--- src/rtl/dcache_ctrl.sv ---
// Direct-mapped, write-back, write-allocate data cache (8 lines x 4 bytes) between the
// CPU load/store path and a word-organised data memory; busywait_o stalls the CPU on a miss.
module dcache_ctrl #(
  parameter int ADDR_W   = 8,
  parameter int INDEX_W  = 3,
  parameter int OFFSET_W = 2,
  parameter int TAG_W    = ADDR_W - INDEX_W - OFFSET_W
) (
  input  logic                     clk_i,
  input  logic                     reset_i,
  input  logic                     read_i,
  input  logic                     write_i,
  input  logic [ADDR_W-1:0]        address_i,
  input  logic [7:0]               writedata_i,
  output logic [7:0]               readdata_o,
  output logic                     busywait_o,
  output logic                     mem_read_o,
  output logic                     mem_write_o,
  output logic [TAG_W+INDEX_W-1:0] mem_address_o,
  output logic [31:0]              mem_writedata_o,
  input  logic [31:0]              mem_readdata_i,
  input  logic                     mem_busywait_i
);

  localparam int LINES = 1 << INDEX_W;

  typedef enum logic [1:0] {IDLE, WB, FETCH, UPDATE} state_e;

  state_e                   state_q;
  logic [LINES-1:0]         valid_q;
  logic [LINES-1:0]         dirty_q;
  logic [TAG_W-1:0]         tag_q  [LINES];
  logic [31:0]              data_q [LINES];
  logic                     seen_busy_q;
  logic                     mem_read_q;
  logic                     mem_write_q;
  logic [TAG_W+INDEX_W-1:0] mem_addr_q;
  logic [31:0]              mem_wdata_q;

  logic [TAG_W-1:0]    addr_tag;
  logic [INDEX_W-1:0]  index;
  logic [OFFSET_W-1:0] offset;
  logic                hit;
  logic                access;
  logic                mem_done;

  assign addr_tag = address_i[ADDR_W-1 -: TAG_W];
  assign index    = address_i[OFFSET_W +: INDEX_W];
  assign offset   = address_i[OFFSET_W-1:0];
  assign hit      = valid_q[index] && (tag_q[index] == addr_tag);
  assign access   = read_i | write_i;
  // A memory phase ends only after busy has been seen and then dropped again.
  assign mem_done = seen_busy_q && !mem_busywait_i;

  assign readdata_o      = data_q[index][{offset, 3'b000} +: 8];
  assign busywait_o      = access && (!hit || state_q != IDLE);
  assign mem_read_o      = mem_read_q;
  assign mem_write_o     = mem_write_q;
  assign mem_address_o   = mem_addr_q;
  assign mem_writedata_o = mem_wdata_q;

  always_ff @(posedge clk_i) begin
    if (reset_i) begin
      state_q     <= IDLE;
      valid_q     <= '0;
      dirty_q     <= '0;
      seen_busy_q <= 1'b0;
      mem_read_q  <= 1'b0;
      mem_write_q <= 1'b0;
      mem_addr_q  <= '0;
      mem_wdata_q <= '0;
    end else begin
      case (state_q)
        IDLE: begin
          seen_busy_q <= 1'b0;
          if (access && !hit) begin
            if (dirty_q[index]) begin
              state_q     <= WB;
              mem_write_q <= 1'b1;
              mem_addr_q  <= {tag_q[index], index};
              mem_wdata_q <= data_q[index];
            end else begin
              state_q    <= FETCH;
              mem_read_q <= 1'b1;
              mem_addr_q <= {addr_tag, index};
            end
          end else if (write_i && hit) begin
            data_q[index][{offset, 3'b000} +: 8] <= writedata_i;
            dirty_q[index]                       <= 1'b1;
          end
        end
        WB: begin
          if (mem_done) begin
            state_q     <= FETCH;
            seen_busy_q <= 1'b0;
            mem_write_q <= 1'b0;
            mem_wdata_q <= '0;
            mem_read_q  <= 1'b1;
            mem_addr_q  <= {addr_tag, index};
          end else if (mem_busywait_i) begin
            seen_busy_q <= 1'b1;
          end
        end
        FETCH: begin
          if (mem_done) begin
            state_q     <= UPDATE;
            seen_busy_q <= 1'b0;
            mem_read_q  <= 1'b0;
            mem_addr_q  <= '0;
          end else if (mem_busywait_i) begin
            seen_busy_q <= 1'b1;
          end
        end
        UPDATE: begin
          data_q[index]  <= mem_readdata_i;
          tag_q[index]   <= addr_tag;
          valid_q[index] <= 1'b1;
          dirty_q[index] <= 1'b0;
          state_q        <= IDLE;
        end
        default: state_q <= IDLE;
      endcase
    end
  end

endmodule

--- config.mk ---
export PLATFORM = sky130hd
export DESIGN_NAME = dcache_ctrl
export DESIGN_NICKNAME = d
export VERILOG_FILES = /design/src/rtl/dcache_ctrl.sv
export SDC_FILE = /design/constraint.sdc
export NUM_CORES = 1
export LEC_CHECK = 0
export ABC_AREA = 1
export CAP_MARGIN = 5
export CORE_ASPECT_RATIO = 0.6
export CORE_MARGIN = 2
export CORE_UTILIZATION = 50
export DETAILED_ROUTE_END_ITERATION = 7
export PLACE_DENSITY = 0.69
export SLEW_MARGIN = 30
export SYNTH_ARGS = -nofsm -noshare
export SYNTH_HDL_FRONTEND = slang
export SYNTH_SLANG_ARGS = --single-unit
--- constraint.sdc ---
create_clock -name clk_i -period 4.1 [get_ports clk_i]
set_clock_uncertainty 0.15 [all_clocks]
set_input_delay 0.82 -clock clk_i [delete_from_list [all_inputs] [get_ports clk_i]]
set_output_delay 0.82 -clock clk_i [all_outputs]
set_load 0.02 [all_outputs]
==> results of run 1 <==
## what timing repair did
action	CTS	global route
endpoints found under the hold margin	0	0
setup endpoints to repair	9	8
gates resized for setup	12	17
pin swaps	0	1
## registers in the layout (all words and copies together) (netlist names), named ones only
| register | flops |
|---|---|
| mem_read_o | 1 |
| state_q | 2 |
| mem_writedata_o | 32 |
| mem_write_o | 1 |
| data_q | 256 |
| seen_busy_q | 1 |
| mem_address_o | 6 |
| tag_q | 24 |
| valid_q | 8 |
## per-layer routing
layer  part of all wire, %  global-route usage, %
met5                     0                      0
met2                    39                  43.02
met3                    16                  11.61
met1                    42                  48.37
met4                   2.6                  8.094
## final cells by class
class / instances / area share (%)
Multi-Input combinational cell: 928 / 23.48
Tap cell: 375 / 2.513
Inverter: 83 / 1.668
Clock inverter: 22 / 1.521
Clock buffer: 36 / 4.469
Sequential cell: 339 / 51.35
Timing Repair Buffer: 321 / 14.99
## critical path, delay by kind of cell
family,cells,cell delay (ns)
simple gates,6,0.70
compound gates,1,0.27
buf+inv,6,1.17
## stage by stage
stage	total power [mW]	util (%)	TNS (ns)
after floorplan	5.122	-	0
after global placement	6.049	60.78	-3.638
after detailed placement	6.078	60.78	-3.578
after CTS	9.210	64.75	-0.003906
after global routing	9.539	64.91	0
final	9.256	64.91	0
## cell usage after synthesis (all sizes together)
master,number
inv,77
o21ai,56
o22ai,3
nand4,47
nor3,1
dfxtp,59
clkbuf,53
edfxtp,280
o31ai,1
a22oi,2
a21oi,187
nand3b,2
buf,34
clkinv,6
nand3,91
o311ai,2
nor2,104
ha,9
nand2,389
o21a,3
a211oi,27
o211ai,4
## worst max path at each step
stage                            start       endpoint  slack (ns)  cells past startpoint
final                     address_i[4]  readdata_o[4]        0.15                     13
after global routing      address_i[4]  readdata_o[4]        0.05                     13
after CTS                 address_i[4]  readdata_o[1]      -0.003                     12
after detailed placement  address_i[4]  readdata_o[0]       -0.47                     13
after global placement    address_i[3]  readdata_o[1]       -0.45                     12
after floorplan           address_i[2]  readdata_o[0]        0.66                     13
## power by group
group	switching [mW]	leakage [nW]	internal, mW
Sequential	0.0733	3.06	3.92
Clock	1.35	0.540	1.84
Combinational	1.35	3.70	0.727
Total	2.77	7.30	6.48
## kinds of logic after synthesis
family | synth area share (%)
and+or+nand+nor | 18.37
DFF | 65.58
AOI/OAI and AO/OA | 10.47
buffers and inverters | 4.809
adders and majority gates | 0.7702
==> impl_metrics.ini, run 1 <==
[placed_design]
place_congestion = 0.9559
port_buffers = 101
hpwlAfterDp_mm = 34.81
placed_area_sq_um = 17480
dp_cells = 2046
dp_slack_ns = -0.4728

[routing]
via_count = 12352
vias_per_cell = 5.871
dr.pass1.iters = 7
drc = 0
wl_per_cell_um = 23.13
drtIter0Drc = 1713
wl_mm = 48.66
drtAntennaViolNets = 0

[timing]
setup_slack_ns = 0.1513
drv_slew = 0
hold_viol_final = 0
setup_viol = 0
holdWs_ns = 0.3113
finalCriticalPeriod_ns = 3.949
fmax_ghz = 0.2532
rsz0062_at_grt = no
worst_pin_slew_ns = 0.6887
finalCritPeriodShare_pct = 96.31
max_slew_margin_pct = 54.09

[critical_path]
required_ns = 3.13
max_stage_delay_ns = 0.35
ff2ff_path_depth = 14
critPathMaxFanout = 13
start_kind = input pin
slowest_stage = dlygate4sd2_1
r2r-end = data_q[0][20]
reg2reg_slack_ns = 1.43
rr_startpoint = tag_q[1][1]
cp_data_arrival_time_ns = 2.98
crit_path_end_kind = output port
path_class = input pin to output port
cp_cell_sequence = clkdlybuf4s15_1 -> nor2_1 -> nand2_1 -> clkinv_1 -> buf_12 -> buf_4 -> nand2_1 -> nand2_1 -> inv_1 -> nand4_1 -> o211ai_1 -> nand2_1 -> dlygate4sd2_1
crit_top_cell = nand2_1

[floorplan]
placementRows = 48
fp.dieW_um = 224.8
start_util_pct = 50.83
design.core.area_sq_um = 28770
ios = 102
design.die.area_sq_um = 30670
die_h_um = 136.5

[yosys]
synthTopCellsByArea = edfxtp_1, nand2_1, dfxtp_1
ys_types = 32
syn_nets = 1499
synth_seq_area_share_pct = 65.58
synth_top_area_share_pct = 57.50
ys_ff_latch = 339
yosys.area.top_type = edfxtp_1
synth_area_per_cell_sq_um = 10.18
ys_warn_count = 0
synthCells = 1437
syn_area_sq_um = 14620

[clock_tree]
cts_tree = built
hold_buffers = 0
cts-root-buf = clkbuf_16
cts_max_level = 1
clkSinkCount = 339
clk_pin_slew_ns = 0.06
cts_setup_buffers = 0
cts_buffer_depth = 3
numCtsBuffers = 31
worstSkewPairLatency_ns = 0.58

[grt]
antenna_found_initial = 0
grt_max_degree = 65
gr-total-overflow = 0
grt_usage_pct = 31.93
grt_pass1_wl_mm = 70.78
grt_pass1_vias = 11123

[layout]
final-seq-area_sq_um = 9589
n_antenna_cell = 0
mostFrequentLayoutCell = nand2_1
fin_nets = 1766
multi_input_area_sq_um = 4385
final_cell_mix = nand2_1, edfxtp_1, buf_4
area_growth_syn_to_layout_pct = 27.72
design_area_sq_um = 18670
drive_gt1_share_pct = 17.64
instances_no_fill = 2104
num-fill-cells = 2252

[run]
max-cap-violations = 0

[min_path]
hold_class = flop to flop
hold_start = valid_q[2]
hold_end = valid_q[2]
whs_path_depth = 2

[pwr]
leakage_nw = 7.297
ir_drop_uv = 369.2
cellPowerDensity_nw_per_um2 = 495.7

[status]
outcome = finished, final reports clean
No activity file was read; power rests on OpenSTA's default activity.
==> run 2: changes to the inputs <==
--- a/config.mk
+++ b/config.mk
@@ -12,6 +12,7 @@
 export CORE_UTILIZATION = 50
 export DETAILED_ROUTE_END_ITERATION = 7
 export PLACE_DENSITY = 0.69
+export SETUP_SLACK_MARGIN = 0.1
 export SLEW_MARGIN = 30
 export SYNTH_ARGS = -nofsm -noshare
 export SYNTH_HDL_FRONTEND = slang
==> run 2 against run 1 <==
  * Combinational power is essentially flat
  * Count of clock-buffer cells in the layout is the same
  * Worst hold slack barely moved
  * Critical path depth decreased by 2
  * Die area did not move
  * Power is essentially flat
  * Register-to-register slack about the same
  * Fmax up 1.2%
  * Flip-flop and latch count unchanged
  * Design area fell by 0.12%
  * Largest cell class unchanged
  * Largest power group unchanged
==> impl_metrics.ini, run 2 (synthesized netlist as in run 1, its figures left out) <==
[status]
outcome = finished, final reports clean

[pwr]
cellPowerDensity_nw_per_um2 = 495.9
leakage_nw = 7.241
power_mw = 9.249
ir_drop_uv = 366.9

[timing]
hold_viol_final = 0
drv_slew = 0
max_slew_margin_pct = 53.34
rsz0062_at_grt = no
fmax_ghz = 0.2563
setup_viol = 0
setup_slack_ns = 0.1987
finalCriticalPeriod_ns = 3.901
finalCritPeriodShare_pct = 95.15
worst_pin_slew_ns = 0.6998

[critical_path]
cp_data_arrival_time_ns = 2.93
required_ns = 3.13
critPathMaxFanout = 8
path_class = input pin to output port
crit_path_end_kind = output port
start_kind = input pin

[grt]
antenna_found_initial = 0
grt_pass1_vias = 11140
gr-total-overflow = 0
grt_pass1_wl_mm = 70.87
grt_usage_pct = 31.96
grt_max_degree = 65

[run]
max-cap-violations = 0

[routing]
wl_mm = 48.61
drc = 0
wl_per_cell_um = 23.09
dr.pass1.iters = 6
drtIter0Drc = 1616
via_count = 12280
vias_per_cell = 5.834
drtAntennaViolNets = 0

[clock_tree]
clk_pin_slew_ns = 0.06
worstSkewPairLatency_ns = 0.60
numCtsBuffers = 31
cts_max_level = 1
cts-root-buf = clkbuf_16
cts_tree = built
clkSinkCount = 339
cts_buffer_depth = 3

[layout]
mostFrequentLayoutCell = nand2_1
n_antenna_cell = 0
drive_gt1_share_pct = 17.63
largest_register_ffs = 256
final_cell_mix = nand2_1, edfxtp_1, buf_4
top_register = data_q
area_growth_syn_to_layout_pct = 27.56
fin_nets = 1767
num-fill-cells = 2254

[floorplan]
start_util_pct = 50.83
fp.dieW_um = 224.8
ios = 102
design.die.area_sq_um = 30670
design.core.area_sq_um = 28770
placementRows = 48
die_h_um = 136.5

[placed_design]
place_congestion = 0.9559
hpwlAfterDp_mm = 34.81
port_buffers = 101
dp_slack_ns = -0.4728

[min_path]
hold_class = flop to flop
==> run 2: changes by cell type in the layout (fill, tap and decap cells not counted), moves of 2 or more <==
cell | before | now
dlymetal6s2s_1 | 7 | 0
dlygate4sd2_1 | 2 | 8
buf_4 | 208 | 211
nor2_1 | 99 | 101
nor2_2 | 3 | 1
==> run 2: repair_timing <==
| item | 4_1_cts | 5_1_grt |
|---|---|---|
| cloned | 0 | 0 |
| setup buffers | 0 | 1 |
| gates resized for setup | 25 | 1 |
| pin swaps | 0 | 0 |
| hold buffers | 0 | 0 |
| setup endpoints to repair | 9 | 2 |
==> run 2: final timing paths <==
check / depth (start not counted) / to / from / slack, ns
max: 11 / busywait_o / address_i[4] / 0.20
min: 2 / valid_q[2] / valid_q[2] / 0.31
max reg2reg: 14 / data_q[0][20] / tag_q[4][1] / 1.42
min reg2reg: 2 / valid_q[2] / valid_q[2] / 0.31
==> run 2: through the flow <==
stage	hold slack [ns]	util [%]	TNS, ns	cells	instance area, sq um
finish	0.3112	64.84	0	2105	18650
global route	0.3300	64.84	0	2105	18650
CTS	0.3148	64.79	0	2104	18640
global placement	0.2906	60.78	-3.638	2046	17480
floorplan	0.2731	-	0	1437	14620
detailed placement	0.3009	60.78	-3.578	2046	17480
==> run 2: critical path, cell delays in order <==
cell and delay, ns:
clkdlybuf4s15_1 0.27, nor2_1 0.23, nand2_1 0.11, buf_4 0.21
buf_4 0.17, o21ai_0 0.30, nor2_1 0.07, nand3_1 0.10
nor2_2 0.05, a21oi_1 0.23, dlygate4sd2_1 0.38
==> run 2: final cells by class <==
type	instances	area, sq um	area share [%]
Clock inverter	22	284.0	1.523
Inverter	83	311.5	1.670
Sequential cell	339	9589	51.41
Tap cell	375	469.2	2.516
Multi-Input combinational cell	928	4380	23.49
Timing Repair Buffer	322	2783	14.92
Clock buffer	36	834.6	4.474
==> run 2: power breakdown <==
group          internal, mW  total (mW)  leakage (nW)  switching, mW
clock network          1.84        3.19         0.540           1.35
logic                 0.724        2.07          3.65           1.35
registers              3.92        3.99          3.06         0.0732
==> run 2: per-layer routing <==
layer | part of all wire [%] | GRT usage (%) | vias up
met5 | 0 | 0 | -
met4 | 2.5 | 8.021 | 0
met3 | 16 | 11.61 | 84
met2 | 40 | 43.14 | 834
met1 | 42 | 48.38 | 5822
li1 | - | - | 5540
==> run 3: changes to the inputs <==
--- a/config.mk
+++ b/config.mk
@@ -11,7 +11,7 @@
 export CORE_MARGIN = 2
 export CORE_UTILIZATION = 50
 export DETAILED_ROUTE_END_ITERATION = 7
-export PLACE_DENSITY = 0.69
+export DONT_BUFFER_PORTS = 1
 export SETUP_SLACK_MARGIN = 0.1
 export SLEW_MARGIN = 30
 export SYNTH_ARGS = -nofsm -noshare
==> run 3 against run 2 <==
  * Final cell count down 10%
  * Routed wire length down 3.0%
  * Core utilization down 7.5 points
  * Critical path depth unchanged
  * Design area down 12%
  * Worst hold slack worse by 0.15 ns
  * Power down 9.4%
  * Die area unchanged
  * Non-clock buffer count down 212
  * Sequential share of layout area up 6.7 points
==> impl_metrics.ini, run 3 (synthesized netlist as in run 1, its figures left out) <==
[layout]
final_util_pct = 57.35
n_antenna_cell = 0
instances_no_fill = 1892
final_cell_mix = nand2_1, edfxtp_1, a21oi_1
area_growth_syn_to_layout_pct = 12.84
num-fill-cells = 2491
design_area_sq_um = 16500
drive_gt1_share_pct = 11.07
top_register = data_q
fin_nets = 1555
mostFrequentLayoutCell = nand2_1
largest_register_ffs = 256

[routing]
drc = 0
drtIter0Drc = 1546
vias_per_cell = 5.952
dr.pass1.iters = 6
wl_mm = 47.14
via_count = 11262
wl_per_cell_um = 24.92
drtAntennaViolNets = 0

[placed_design]
dp_slack_ns = 0.4469
dp_cells = 1835
port_buffers = 0
place_congestion = 0.9850
placed_area_sq_um = 15580
hpwlAfterDp_mm = 33.18

[clock_tree]
ctsResizeCount = 0
numCtsBuffers = 31
cts_tree = built
clk_pin_slew_ns = 0.07
cts_max_level = 1
hold_buffers = 0
clkSinkCount = 339
cts-root-buf = clkbuf_16
worstSkewPairLatency_ns = 0.58
cts_setup_buffers = 0
cts_buffer_depth = 3

[timing]
finalCritPeriodShare_pct = 94.46
max_slew_margin_pct = 47.82
setup-tns-final_ns = 0
worst_pin_slew_ns = 0.7746
hold_viol_final = 0
finalCriticalPeriod_ns = 3.873
fmax_ghz = 0.2582
holdWs_ns = 0.1591
drv_slew = 0
setup_viol = 0
rsz0062_at_grt = no
setup_slack_ns = 0.2270

[floorplan]
design.die.area_sq_um = 30670
design.core.area_sq_um = 28770
die_h_um = 136.5
ios = 102
placementRows = 48
start_util_pct = 50.83
fp.dieW_um = 224.8

[critical_path]
critPathMaxFanout = 23
start_kind = input pin
crit_path_end_kind = output port
cp_data_arrival_time_ns = 2.90
required_ns = 3.13
path_class = input pin to output port

[pwr]
p_sw_mw = 2.595
clockPowerShare_pct = 32.6
ir_drop_uv = 376.3
power_mw = 8.379
leakage_nw = 6.183
pwr-share-comb_pct = 18.0
power_frac_seq_pct = 49.4
cellPowerDensity_nw_per_um2 = 507.8
netSwitchingFraction_pct = 30.97
internal-power_mw = 5.785

[run]
max-cap-violations = 0

[grt]
grt_usage_pct = 31.03
antenna_found_initial = 0
gr-total-overflow = 0
grt_pass1_vias = 10180
grt_max_degree = 74
grt_pass1_wl_mm = 68.33

[min_path]
hold_class = input pin to flop

[status]
outcome = finished, final reports clean
run 3: cell count changes in the layout (fill, tap and decap cells not counted), moves of 6 or more:
| cell | previous run | this run |
|---|---|---|
| clkinv_1 | 11 | 19 |
| buf_4 | 211 | 106 |
| a211oi_2 | 8 | 0 |
| buf_12 | 10 | 4 |
| dlygate4sd2_1 | 8 | 0 |
| a211oi_1 | 19 | 27 |
| clkdlybuf4s50_1 | 89 | 0 |
run 3: layout make-up:
cell class	count	area, sq um	area share [%]
clock buffers	36	794.5	4.815
clock inverters	21	127.6	0.7735
inverters	83	311.5	1.888
multi-input cells	928	4332	26.25
flip-flops and latches	339	9589	58.12
well taps	375	469.2	2.844
repair buffers	110	875.8	5.308
run 3: final timing paths:
kind	slack (ns)	end	from	cells after the start
setup / recovery	0.23	readdata_o[2]	address_i[4]	11
hold / removal	0.16	mem_writedata_o[2]	reset_i	1
setup reg to reg	1.41	data_q[6][26]	state_q[0]	11
hold reg to reg	0.31	valid_q[7]	valid_q[7]	2
run 3: power by group through the flow:
stage	combinational, mW	sequential [mW]	clock [mW]
6_report	1.51	4.14	2.73
5_1_grt	1.63	4.15	2.88
4_1_cts	1.47	4.14	2.75
3_5_place_dp	1.46	4.21	0
3_3_place_gp	1.46	4.21	0
2_1_floorplan	0.940	4.18	0
run 3: metal layers:
layer | vias up | routed length (um) | track usage [%]
li1 | 5120 | - | -
met1 | 5358 | 20950 | 47.94
met2 | 701 | 18340 | 40.66
met3 | 83 | 6378 | 10.27
met4 | 0 | 1481 | 9.455
met5 | - | 0 | 0
run 3: critical path, cell delays in order:
cell      delay (ns)
inv_2           0.10
nand3_1         0.13
clkinv_1        0.10
buf_4           0.20
nand2_1         0.08
nand2_1         0.08
a211oi_1        0.50
nand3_1         0.33
nand3_1         0.24
nand2_1         0.14
buf_12          0.16
